$ cat src/rtl/alert_ctrl.sv
// Alert countdown sequencer: debounced start/stop key, 1 Hz strobe, IDLE/RUN/PAUSE/ALARM
// control of the minute/second counter, and a timed blinking alarm.
`timescale 1ns/1ps
module alert_ctrl #(
  parameter int TICK_CYC    = 50_000_000,
  parameter int DB_CYC      = 1_000_000,
  parameter int BLINK_CYC   = 12_500_000,
  parameter int ALARM_TICKS = 10
) (
  input  logic       clk,
  input  logic [1:0] KEY,
  input  logic       cnt_zero,
  input  logic       preset_zero,
  output logic       cnt_load,
  output logic       cnt_dec,
  output logic       run,
  output logic       alarm,
  output logic [1:0] st
);

  localparam int TW = (TICK_CYC > 1) ? $clog2(TICK_CYC) : 1;
  localparam int DW = (DB_CYC > 1) ? $clog2(DB_CYC) : 1;
  localparam int BW = (BLINK_CYC > 1) ? $clog2(BLINK_CYC) : 1;
  localparam int SW = (ALARM_TICKS > 1) ? $clog2(ALARM_TICKS) : 1;
  localparam logic [TW-1:0] TICK_LAST  = TW'(TICK_CYC - 1);
  localparam logic [DW-1:0] DB_LAST    = DW'(DB_CYC - 1);
  localparam logic [BW-1:0] BLINK_LAST = BW'(BLINK_CYC - 1);
  localparam logic [SW-1:0] SEC_LAST   = SW'(ALARM_TICKS - 1);

  typedef enum logic [1:0] {
    IDLE  = 2'd0,
    RUN   = 2'd1,
    PAUSE = 2'd2,
    ALARM = 2'd3
  } state_t;

  state_t          state, state_nx;
  logic            rst_n;
  logic            key_s1, key_s2, db_level, db_prev;
  logic [DW-1:0]   db_cnt;
  logic            press;
  logic [TW-1:0]   presc;
  logic            tick;
  logic [BW-1:0]   blink;
  logic [SW-1:0]   sec;
  logic            load_d;
  logic            zero_seen;

  assign rst_n = KEY[0];

  // Debounced level follows the synced key only after DB_CYC consecutive differing cycles.
  always_ff @(posedge clk or negedge rst_n) begin
    if (!rst_n) begin
      key_s1   <= 1'b1;
      key_s2   <= 1'b1;
      db_level <= 1'b1;
      db_prev  <= 1'b1;
      db_cnt   <= '0;
    end else begin
      key_s1  <= KEY[1];
      key_s2  <= key_s1;
      db_prev <= db_level;
      if (key_s2 == db_level) begin
        db_cnt <= '0;
      end else if (db_cnt == DB_LAST) begin
        db_cnt   <= '0;
        db_level <= key_s2;
      end else begin
        db_cnt <= db_cnt + 1'b1;
      end
    end
  end

  assign press     = db_prev & ~db_level;
  assign tick      = (presc == TICK_LAST);
  assign zero_seen = cnt_zero & ~load_d;

  always_ff @(posedge clk or negedge rst_n) begin
    if (!rst_n) begin
      state  <= IDLE;
      load_d <= 1'b0;
    end else begin
      state  <= state_nx;
      load_d <= cnt_load;
    end
  end

  // cnt_load/cnt_dec are single-cycle command strobes with no backpressure: the
  // datapath acts on them in the cycle they are high.
  always_comb begin
    state_nx = state;
    cnt_load = 1'b0;
    cnt_dec  = 1'b0;
    case (state)
      IDLE: begin
        if (press && !preset_zero) begin
          cnt_load = 1'b1;
          state_nx = RUN;
        end
      end
      RUN: begin
        if (zero_seen)  state_nx = ALARM;
        else if (press) state_nx = PAUSE;
        else if (tick)  cnt_dec  = 1'b1;
      end
      PAUSE: begin
        if (press) state_nx = RUN;
      end
      ALARM: begin
        if (press || (tick && sec == SEC_LAST)) state_nx = IDLE;
      end
      default: state_nx = IDLE;
    endcase
  end

  // Prescaler restarts on a fresh start and on alarm entry; it holds across pause.
  always_ff @(posedge clk or negedge rst_n) begin
    if (!rst_n) begin
      presc <= '0;
    end else if ((state == IDLE && state_nx == RUN) ||
                 (state != ALARM && state_nx == ALARM) || state_nx == IDLE) begin
      presc <= '0;
    end else if ((state == RUN && state_nx == RUN) ||
                 (state == ALARM && state_nx == ALARM)) begin
      presc <= tick ? '0 : presc + 1'b1;
    end
  end

  always_ff @(posedge clk or negedge rst_n) begin
    if (!rst_n) begin
      alarm <= 1'b0;
      blink <= '0;
      sec   <= '0;
    end else if (state != ALARM && state_nx == ALARM) begin
      alarm <= 1'b1;
      blink <= '0;
      sec   <= '0;
    end else if (state == ALARM && state_nx == ALARM) begin
      if (blink == BLINK_LAST) begin
        blink <= '0;
        alarm <= ~alarm;
      end else begin
        blink <= blink + 1'b1;
      end
      if (tick) sec <= sec + 1'b1;
    end else begin
      alarm <= 1'b0;
      blink <= '0;
      sec   <= '0;
    end
  end

  assign run = (state == RUN);
  assign st  = state;

endmodule

$ cat config.mk
export PLATFORM = sky130hd
export DESIGN_NAME = alert_ctrl
export DESIGN_NICKNAME = d
export VERILOG_FILES = /design/src/rtl/alert_ctrl.sv
export SDC_FILE = /design/constraint.sdc
export NUM_CORES = 1
export LEC_CHECK = 0
export BUFFER_PORTS_ARGS = -buffer_cell sky130_fd_sc_hd__clkbuf_2
export CAP_MARGIN = 20
export CORE_MARGIN = 5
export CORE_UTILIZATION = 50
export CTS_BUF_LIST = sky130_fd_sc_hd__clkbuf_8 sky130_fd_sc_hd__clkbuf_16
export DETAILED_ROUTE_END_ITERATION = 12
export PLACE_DENSITY_LB_ADDON = 0.12
export SETUP_SLACK_MARGIN = 0.3
export SLEW_MARGIN = 20
export SYNTH_ARGS = -nofsm -noshare
export SYNTH_HDL_FRONTEND = slang
export SYNTH_SLANG_ARGS = --single-unit
$ cat constraint.sdc
create_clock -name clk -period 2.35 [get_ports clk]
set_input_delay 0.235 -clock clk [delete_from_list [all_inputs] [get_ports clk]]
set_output_delay 0.235 -clock clk [all_outputs]
set_load 0.01 [all_outputs]
==> metrics, run 1 <==
vias in the first global route around 3.3k; drt first-iter violations about 180; crit end category primary output; Synth Area in Adders under 10%; clock sink count 82; I/O Buffers 10; Final Max Tran Viols 0; Die Wd between 100 and 150 µm; DRC viols 0; PD cells 649 nW/µm²; Clock Latency Late Sink around 0.36 ns; share of layout cells above drive strength 1 between 10% and 20%; WL per Instance about 15 µm; CTS max path bufs 2; global route overflow 0; maximum clock rate approximately 460 MHz; first-pass GRT wire length approximately 16000 µm; Final period util between 90% and 100%; HPWL after DPL between 6000 and 7000 µm; RSZ-0062 raised after global routing true; Inserted Clock Buffers 9; clock slew at reported path FFs 0.09 ns; Critical Path AT slightly below 2 ns; vias per cell 5.69; Synthesized Nets 462; setup violators final 0; clock root buffer clkbuf_8; Hold Violations, Final 0; count of different cell masters after synthesis between 40 and 50; H-tree depth 3; mux share of post-synthesis cell area between 1 and 1.5%; Seq/Total Area, Yosys 48.2%; cell total after placement about 570; ant diodes 0; Starting Density 51.7%; Rows 33; Mapped Area 4270 µm²; Synth Area in XOR/XNOR under 10%; largest family of logic cells by synthesized area simple AND/OR/NAND/NOR gates; CORE AREA approximately 8300 µm²; initial antenna violation count 0; critical path type reg2out; Synth Area in Simple Gates a little over a quarter; RePlAce Congestion roughly 0.80; Async S/R FF share, synth between 90% and 100%; Worst Path Required 2.12 ns; final WL just over 9000 µm; GRT Util Overall 18.9%; TritonCTS clock tree yes; number of flops mapped to enable cells by yosys 0; via count 3419; relative slew slack between 50% and 60%; crit-path max FO 4; Pleak roughly 2.2 nW; Worst Hold Class in2reg; Top Ports 11; largest net degree at the start of global routing 47; number of synthesized register bits 82; Syn Inst Count roughly 450; startpoint types flip-flop; First-pass DRT Iterations 4; Syn. warnings 0; Layout area overhead 16.2%; Synth Flop Type dfrtp_1; status completed; compound-gate portion of the synthesized area 9.70%; Max Cap Viol 0; maximum vdd ir drop 0.519 mV; Mean Syn Cell Area roughly 9.4 µm²; Final #Nets between 500 and 600; Final Critical Period about 2.2 ns; DRT antenna net count 0; Worst-Margin Slew ~0.70 ns; setup TNS 0 ns; Clock Skew 0.0121 ns; Die Span Y roughly 100 µm; non-filler instance count after layout around 600; Die ar. 10500 µm²
-- report_power, final --
part           total [mW]  internal (mW)  switching (mW)
sequential           1.64           1.52           0.119
combinational       0.460          0.212           0.248
clock                1.12          0.596           0.521
total                3.22           2.33           0.888
-- cell type report --
class / instances / area [µm²]
Clock buffer: 9 / 124
Clock inverter: 7 / 93.8
Fill cell: 715 / 3300
Inverter: 11 / 41.3
Multi-Input combinational cell: 341 / 2130
Sequential cell: 82 / 2060
Tap cell: 105 / 131
Timing Repair Buffer: 46 / 377
-- metal layers --
metal | vias up | wire (µm) | share of wire, % | global-route usage, %
li1 | 1686 | - | - | -
met1 | 1645 | 4360 | 48 | 25.5
met2 | 70 | 4220 | 46 | 29.7
met3 | 18 | 390 | 4.3 | 4.51
met4 | 0 | 195 | 2.1 | 6.96
met5 | - | 0 | 0 | 0
-- logic make-up (layout without fill, tap and decap cells) --
| group | after synthesis | after routing |
|---|---|---|
| compound gates | 66 | 66 |
| xor+xnor | 44 | 44 |
| fa+ha+maj | 5 | 5 |
| buf+inv | 29 | 73 |
| flops | 82 | 82 |
| mux | 5 | 5 |
| simple gates | 221 | 221 |
-- stage by stage --
step	utilization, %	power [mW]	setup slack (ns)	instance area (µm²)	hold WS (ns)
2_1_floorplan	-	1.93	0.323	4270	-0.0606
3_3_place_gp	54.6	2.07	0.0556	4510	0.291
3_5_place_dp	54.6	2.08	0.0246	4510	0.288
4_1_cts	58.7	3.24	0.0858	4850	0.0411
5_1_grt	60.0	3.41	0.0727	4960	0.0592
6_report	60.0	3.22	0.158	4960	0.0632
-- layout by cell type, fill, tap and decap left out, drive strengths merged, types with 8 or more instances in the layout --
cell / Yosys / final
clkbuf: 9 / 18
inv: 11 / 11
nor2: 61 / 61
o21ai: 8 / 8
nand2: 40 / 40
nand4: 15 / 15
and4: 9 / 9
nor3: 13 / 13
xnor2: 30 / 30
a31oi: 15 / 15
dfrtp: 78 / 78
a21oi: 23 / 23
nand3: 37 / 37
xor2: 14 / 14
buf: 9 / 35
and3: 8 / 8
nor4: 12 / 12
-- state kept, by name, indices dropped and copies added, names as in the netlist --
| signal | count |
|---|---|
| presc | 26 |
| sec | 4 |
| key_s2 | 1 |
| alarm | 1 |
| st | 2 |
| key_s1 | 1 |
| blink | 24 |
| db_level | 1 |
| db_prev | 1 |
| db_cnt | 20 |
| load_d | 1 |
-- what timing repair did --
action / 4_1_cts / 5_1_grt
hold buffers: 2 / 0
setup buffers: 6 / 6
hold endpoints to repair: 45 / 0
resized for setup: 14 / 8
cloned: 1 / 1
pin swaps: 4 / 3
setup endpoints to repair: 47 / 68
-- worst max-delay path, stage by stage, from the launching register on --
cell	delay [ns]
dfrtp_1	0.38
or3_4	0.42
nor4_4	0.31
buf_4	0.19
nand2_4	0.06
nor3_2	0.09
buf_2	0.15
-- Yosys cell counts (4+ instances only) --
cell type | instances | share of area [%]
a21o_1 | 7 | 1.2
a21oi_1 | 23 | 2.7
a31oi_1 | 15 | 2.2
and3_1 | 8 | 1.2
and4_1 | 9 | 1.8
buf_2 | 4 | 0.47
clkbuf_1 | 9 | 0.79
dfrtp_1 | 78 | 46
dfstp_2 | 4 | 2.5
ha_1 | 5 | 1.5
inv_1 | 11 | 0.97
mux2i_1 | 4 | 0.94
nand2_1 | 40 | 3.5
nand2b_1 | 6 | 0.88
nand3_1 | 36 | 4.2
nand4_1 | 15 | 2.2
nor2_1 | 61 | 5.4
nor3_1 | 13 | 1.5
nor4_1 | 10 | 1.5
o21ai_0 | 7 | 0.82
or4_1 | 4 | 0.70
xnor2_1 | 30 | 6.2
xor2_1 | 14 | 2.9
-- worst paths after layout --
path	startpoint	endpoint	slack, ns	cells past startpoint
setup reg to reg	presc[8]$_DFFE_PN0P_	blink[13]$_DFF_PN0_	0.17	8
hold / removal	preset_zero	load_d$_DFF_PN0_	0.06	2
max in group asynchronous	KEY[0]	key_s2$_DFF_PN1_	1.23	3
hold reg to reg	key_s1$_DFF_PN1_	key_s2$_DFF_PN1_	0.36	0
min in group asynchronous	KEY[0]	presc[9]$_DFFE_PN0P_	0.44	2
setup / recovery	presc[10]$_DFFE_PN0P_	cnt_dec	0.16	6
Power figures use the tool's default switching activity.
==> run 2, diff against run 1 <==
Settings changed: CORE_ASPECT_RATIO set to 0.9.
==> metrics, run 2 (synthesis gave the netlist of run 1 again) <==
H-tree depth 3 (unchanged); Final Critical Period 2.21 ns (+0.0219 ns); startpoint types flip-flop; DRC viols 0 (unchanged); Critical Path AT 2.46 ns (+0.50 ns); Die Span Y 97.6 µm (-4.6%); ant diodes 0 (unchanged); Worst-Margin Slew 0.676 ns (-0.0205 ns); Filler cells 735 (+2.8%); clock slew at reported path FFs 0.09 ns (about the same); vias per cell 5.66 (-0.47%); Clock Skew 0.0113 ns (-0.000807 ns); Worst setup startpoint presc[7]$_DFFE_PN0P_; First-pass DRT Iterations 4 (unchanged); min-delay src preset_zero; DRT antenna net count 0 (unchanged); Max Cap Viol 0 (unchanged); first-pass GRT wire length 16200 µm (+3.6%); final WL 9440 µm (+3.0%); I/O Buffers 10 (unchanged); Layout area overhead 18.1%; GRT Util Overall 18.9% (+0.049 points); Tot Pwr 3.29 mW (+2.3%); crit-path most repeated cell buf_4; via count 3488 (+2.0%); initial antenna violation count 0 (unchanged); CORE AREA 8450 µm² (+2.3%); setup violators final 0 (unchanged); Die Wd 107 µm (+4.9%); biggest regs presc: 26 flops, blink: 24 flops, db_cnt: 20 flops; drt first-iter violations 114 (-36%); most frequent cells in the layout dfrtp_1 (75), nor2_1 (61), nand2_1 (37), nand3_1 (35), xnor2_1 (30); clock sink count 82 (unchanged); TritonCTS clock tree yes; crit-path max FO 11 (+7); maximum clock rate 452 MHz (-0.99%); CTS max path bufs 2 (unchanged); worst-path cell chain or4_4 > nor4_4 > buf_4 > buf_4 > nand3_2 > or3b_4 > clkbuf_16 > nor2_1; Worst Hold Class in2reg; Clock Latency Late Sink 0.36 ns (about the same); Final Max Tran Viols 0 (unchanged); Hold Violations, Final 0 (unchanged); Final #Nets 502 (+0.20%); commonest non-fill, non-tap cell in the layout dfrtp_1; WL per Instance 15.3 µm (+0.48%); largest reg by FF count presc; Die ar. 10500 µm² (about the same); largest net degree at the start of global routing 48 (+2.1%); RSZ-0062 raised after global routing true; critical path type reg2reg; Inserted Clock Buffers 9 (unchanged); Hold WS 0.0711 ns (+0.00785 ns); Pleak 2.18 nW (about the same); Worst Path Required 2.60 ns (+0.48 ns); crit end category flip-flop; status completed; Critical Path Max Stage Delay 0.55 ns (+0.13 ns); Rows 32 (-3.0%); Top Ports 11 (unchanged); share of layout cells above drive strength 1 19.5% (+2.0 points); worst r2r src presc[7]$_DFFE_PN0P_; clock root buffer clkbuf_8; Starting Density 50.5% (-1.2 points); global route overflow 0 (unchanged); max reg flops 26 (unchanged); Final period util 94.2% (+0.93 points); maximum vdd ir drop 0.449 mV (-13%); HPWL after DPL 5670 µm (-5.7%); Sequential Area 2060 µm² (+0.18%); relative slew slack 55.0% (+1.4 points); vias in the first global route 3340 (+1.5%); setup TNS 0 ns (unchanged); PD cells 653 nW/µm² (+0.65%); area occupied by multi-input gates 2170 µm² (+1.6%); RePlAce Congestion 0.769 (-3.5%); slowest cell on the critical path or4_4
[run 2: per-stage QoR]
step	instance area, µm²	util, %	std cells	setup slack [ns]
2_1_floorplan	4270	-	452	0.323
3_3_place_gp	4480	53.0	575	0.161
3_5_place_dp	4480	53.0	575	0.134
4_1_cts	4920	58.2	607	0.139
5_1_grt	5040	59.7	616	0.0714
6_report	5040	59.7	616	0.136
[run 2: worst max-delay path: cells and delay by family, from the launching register on]
family	cells	cell delay [ns]
and+or+nand+nor	5	1.22
buffers and inverters	3	0.50
DFF	1	0.39
[run 2: worst paths after layout]
path | end | cells after the start | slack, ns
max | blink[7]$_DFF_PN0_ | 8 | 0.14
min reg2reg | key_s2$_DFF_PN1_ | 0 | 0.36
min | load_d$_DFF_PN0_ | 2 | 0.07
max reg2reg | blink[7]$_DFF_PN0_ | 8 | 0.14
min in group asynchronous | presc[9]$_DFFE_PN0P_ | 2 | 0.37
max in group asynchronous | key_s2$_DFF_PN1_ | 3 | 1.31
[run 2: routing by layer]
| layer | GRT usage (%) | up-vias | routed length [µm] | share of wire (%) |
|---|---|---|---|---|
| met4 | 5.44 | 0 | 123 | 1.3 |
| met1 | 26.1 | 1737 | 4610 | 49 |
| li1 | - | 1684 | - | - |
| met5 | 0 | - | 0 | 0 |
| met2 | 29.6 | 55 | 4410 | 47 |
| met3 | 4.65 | 12 | 299 | 3.2 |
[run 2: area by class of cell]
class	count	area share, %
repair buffers	47	8.02
clock buffers	9	2.46
clock inverters	7	1.89
well taps	119	2.95
multi-input cells	341	43.0
inverters	11	0.819
flip-flops and latches	82	40.9
[run 2: power breakdown]
part	internal, mW	switching [mW]
Combinational	0.246	0.259
Sequential	1.52	0.142
Clock	0.596	0.528
Total	2.36	0.930
[run 2: repair_timing]
item                                    4_1_cts  5_1_grt
endpoints found under the setup margin       41       76
buffers inserted                             11        8
resized for setup                            29       11
hold endpoints to repair                     35        0
hold buffers                                  2        0
gates cloned                                  3        1
pin swaps                                     8       11
==> run 3, diff against run 2 <==
Settings changed: CORE_UTILIZATION 50 to 40.
Clock period 2.35 ns to 2.3 ns, I/O delays scaled along.
==> metrics, run 3 (synthesis gave the netlist of run 1 again) <==
status completed; TritonCTS clock tree yes; clock slew at reported path FFs 0.06 ns (-0.03 ns); setup violators final 0 (unchanged); clock root buffer clkbuf_16; Worst-Margin Slew 0.571 ns (-0.104 ns); global-route track usage on met1 22.1% (-4.1 points); maximum vdd ir drop 0.468 mV (+4.1%); Die Wd 119 µm (+11%); Worst Hold Class in2reg; setup TNS 0 ns (unchanged); gr busiest metal met2; initial antenna violation count 0 (unchanged); via count 3421 (-1.9%); First-pass DRT Iterations 5 (+1); Tot Pwr 3.52 mW (+6.8%); met2 global-route usage 24.3% (-5.4 points); Inserted Clock Buffers 9 (unchanged); drt first-iter violations 229 (+100%); largest reg by FF count presc; Die ar. 12800 µm² (+22%); design area 5050 µm² (+0.27%); RSZ-0062 raised after global routing true; first-pass GRT wire length 16400 µm (+1.8%); clock sink count 82 (unchanged); vias per cell 5.49 (-3.0%); startpoint types flip-flop; Rows 35 (+9.4%); Clock Latency Late Sink 0.33 ns (-0.03 ns); DRC viols 0 (unchanged); Top Ports 11 (unchanged); biggest regs presc: 26 flops, blink: 24 flops, db_cnt: 20 flops; DRT antenna net count 0 (unchanged); ant diodes 0 (unchanged); met3 GRT Util 4.18% (-0.47 points); WL per Instance 15.3 µm (-0.42%); Layout area overhead 18.4%; crit-path max FO 11 (unchanged); crit end category flip-flop; GRT Util Overall 15.6% (-3.3 points); final WL 9510 µm (+0.71%); CTS max path bufs 2 (unchanged); PD cells 695 nW/µm² (+6.5%); I/O Buffers 10 (unchanged); relative slew slack 61.9% (+7.0 points); Starting Density 41.3% (-9.2 points); Max Cap Viol 0 (unchanged); Clock Skew 0.00464 ns (-0.00667 ns); Hold WS 0.0815 ns (+0.0104 ns); Die Span Y 108 µm (+11%); largest net degree at the start of global routing 43 (-10%); Final #Nets 499 (-0.60%); Final Max Tran Viols 0 (unchanged); Critical Path AT 2.38 ns (-0.08 ns); most frequent cells in the layout dfrtp_1 (73), nor2_1 (61), nand2_1 (39), nand3_1 (35), xnor2_1 (30); share of layout cells above drive strength 1 18.0% (-1.5 points); HPWL after DPL 5840 µm (+2.9%); Pleak 2.19 nW (+0.72%); maximum clock rate 464 MHz (+2.7%); critical path type reg2reg; Worst Path Required 2.52 ns (-0.08 ns); final core occ 48.9% (-11 points); DP Area 4510 µm² (+0.73%); Final Critical Period 2.15 ns (-0.0591 ns); Filler cells 929 (+26%); commonest non-fill, non-tap cell in the layout dfrtp_1; vias in the first global route 3348 (+0.24%); H-tree depth 3 (unchanged); Sequential Area 2060 µm² (+0.12%); RePlAce Congestion 0.822 (+6.9%); global route overflow 0 (unchanged); Final period util 93.7% (-0.52 points); max reg flops 26 (unchanged); CORE AREA 10300 µm² (+22%); Hold Violations, Final 0 (unchanged); area occupied by multi-input gates 2130 µm² (-1.5%)
-- run 3: changes by cell type in the layout (fill, tap and decap cells not counted), moves of 3 or more --
cell        before  now
a21oi_1         16   21
a21oi_2          7    2
buf_6            7    4
clkbuf_16        1   10
clkbuf_8         9    3
clkinvlp_4       3    0
-- run 3: metrics by stage --
stage / instances / worst slack [ns]
4_1_cts: 616 / 0.127
6_report: 623 / 0.145
3_3_place_gp: 587 / 0.209
5_1_grt: 623 / 0.0379
3_5_place_dp: 587 / 0.173
2_1_floorplan: 452 / 0.300
-- run 3: final timing paths --
kind,slack [ns],depth (start not counted),to,startpoint
max,0.15,8,blink[18]$_DFF_PN0_,presc[7]$_DFFE_PN0P_
max reg2reg,0.15,8,blink[18]$_DFF_PN0_,presc[7]$_DFFE_PN0P_
min in group asynchronous,0.42,2,presc[9]$_DFFE_PN0P_,KEY[0]
min,0.08,2,load_d$_DFF_PN0_,preset_zero
min reg2reg,0.36,0,key_s2$_DFF_PN1_,key_s1$_DFF_PN1_
max in group asynchronous,1.20,3,key_s1$_DFF_PN1_,KEY[0]
-- run 3: cell type report --
type                       instances  share of cell area, %
clock inverter                     4                  0.347
sequential                        82                   40.8
tap                              129                   3.19
clock buffer                      12                   5.27
timing repair buffer              44                   7.33
multi-input combinational        341                   42.2
inverter                          11                  0.817
-- run 3: what timing repair did --
| action | in CTS | in global routing |
|---|---|---|
| hold buffers | 2 | 0 |
| gates resized for setup | 16 | 15 |
| endpoints found under the hold margin | 41 | 0 |
| endpoints found under the setup margin | 46 | 75 |
| buffers inserted | 8 | 6 |
| pin swaps | 4 | 2 |
| cloned | 3 | 1 |
-- run 3: per-layer routing --
| layer | vias up | share of wire [%] |
|---|---|---|
| met5 | - | 0 |
| met3 | 6 | 4.1 |
| li1 | 1685 | - |
| met4 | 0 | 0.68 |
| met1 | 1662 | 50 |
| met2 | 68 | 45 |
-- run 3: where the power goes --
part / total [mW] / internal [mW] / leakage [nW] / switching, mW
Combinational: 0.436 / 0.200 / 0.950 / 0.237
Sequential: 1.71 / 1.56 / 1.09 / 0.148
Clock: 1.37 / 0.809 / 0.151 / 0.564
Total: 3.52 / 2.57 / 2.19 / 0.949
-- run 3: worst max-delay path: stages (launching register included) --
cell	delay (ns)
dfrtp_1	0.38
or4_4	0.55
nor4_4	0.16
buf_4	0.16
buf_4	0.17
nand3_2	0.12
or3b_4	0.29
clkbuf_16	0.17
nor2_1	0.05
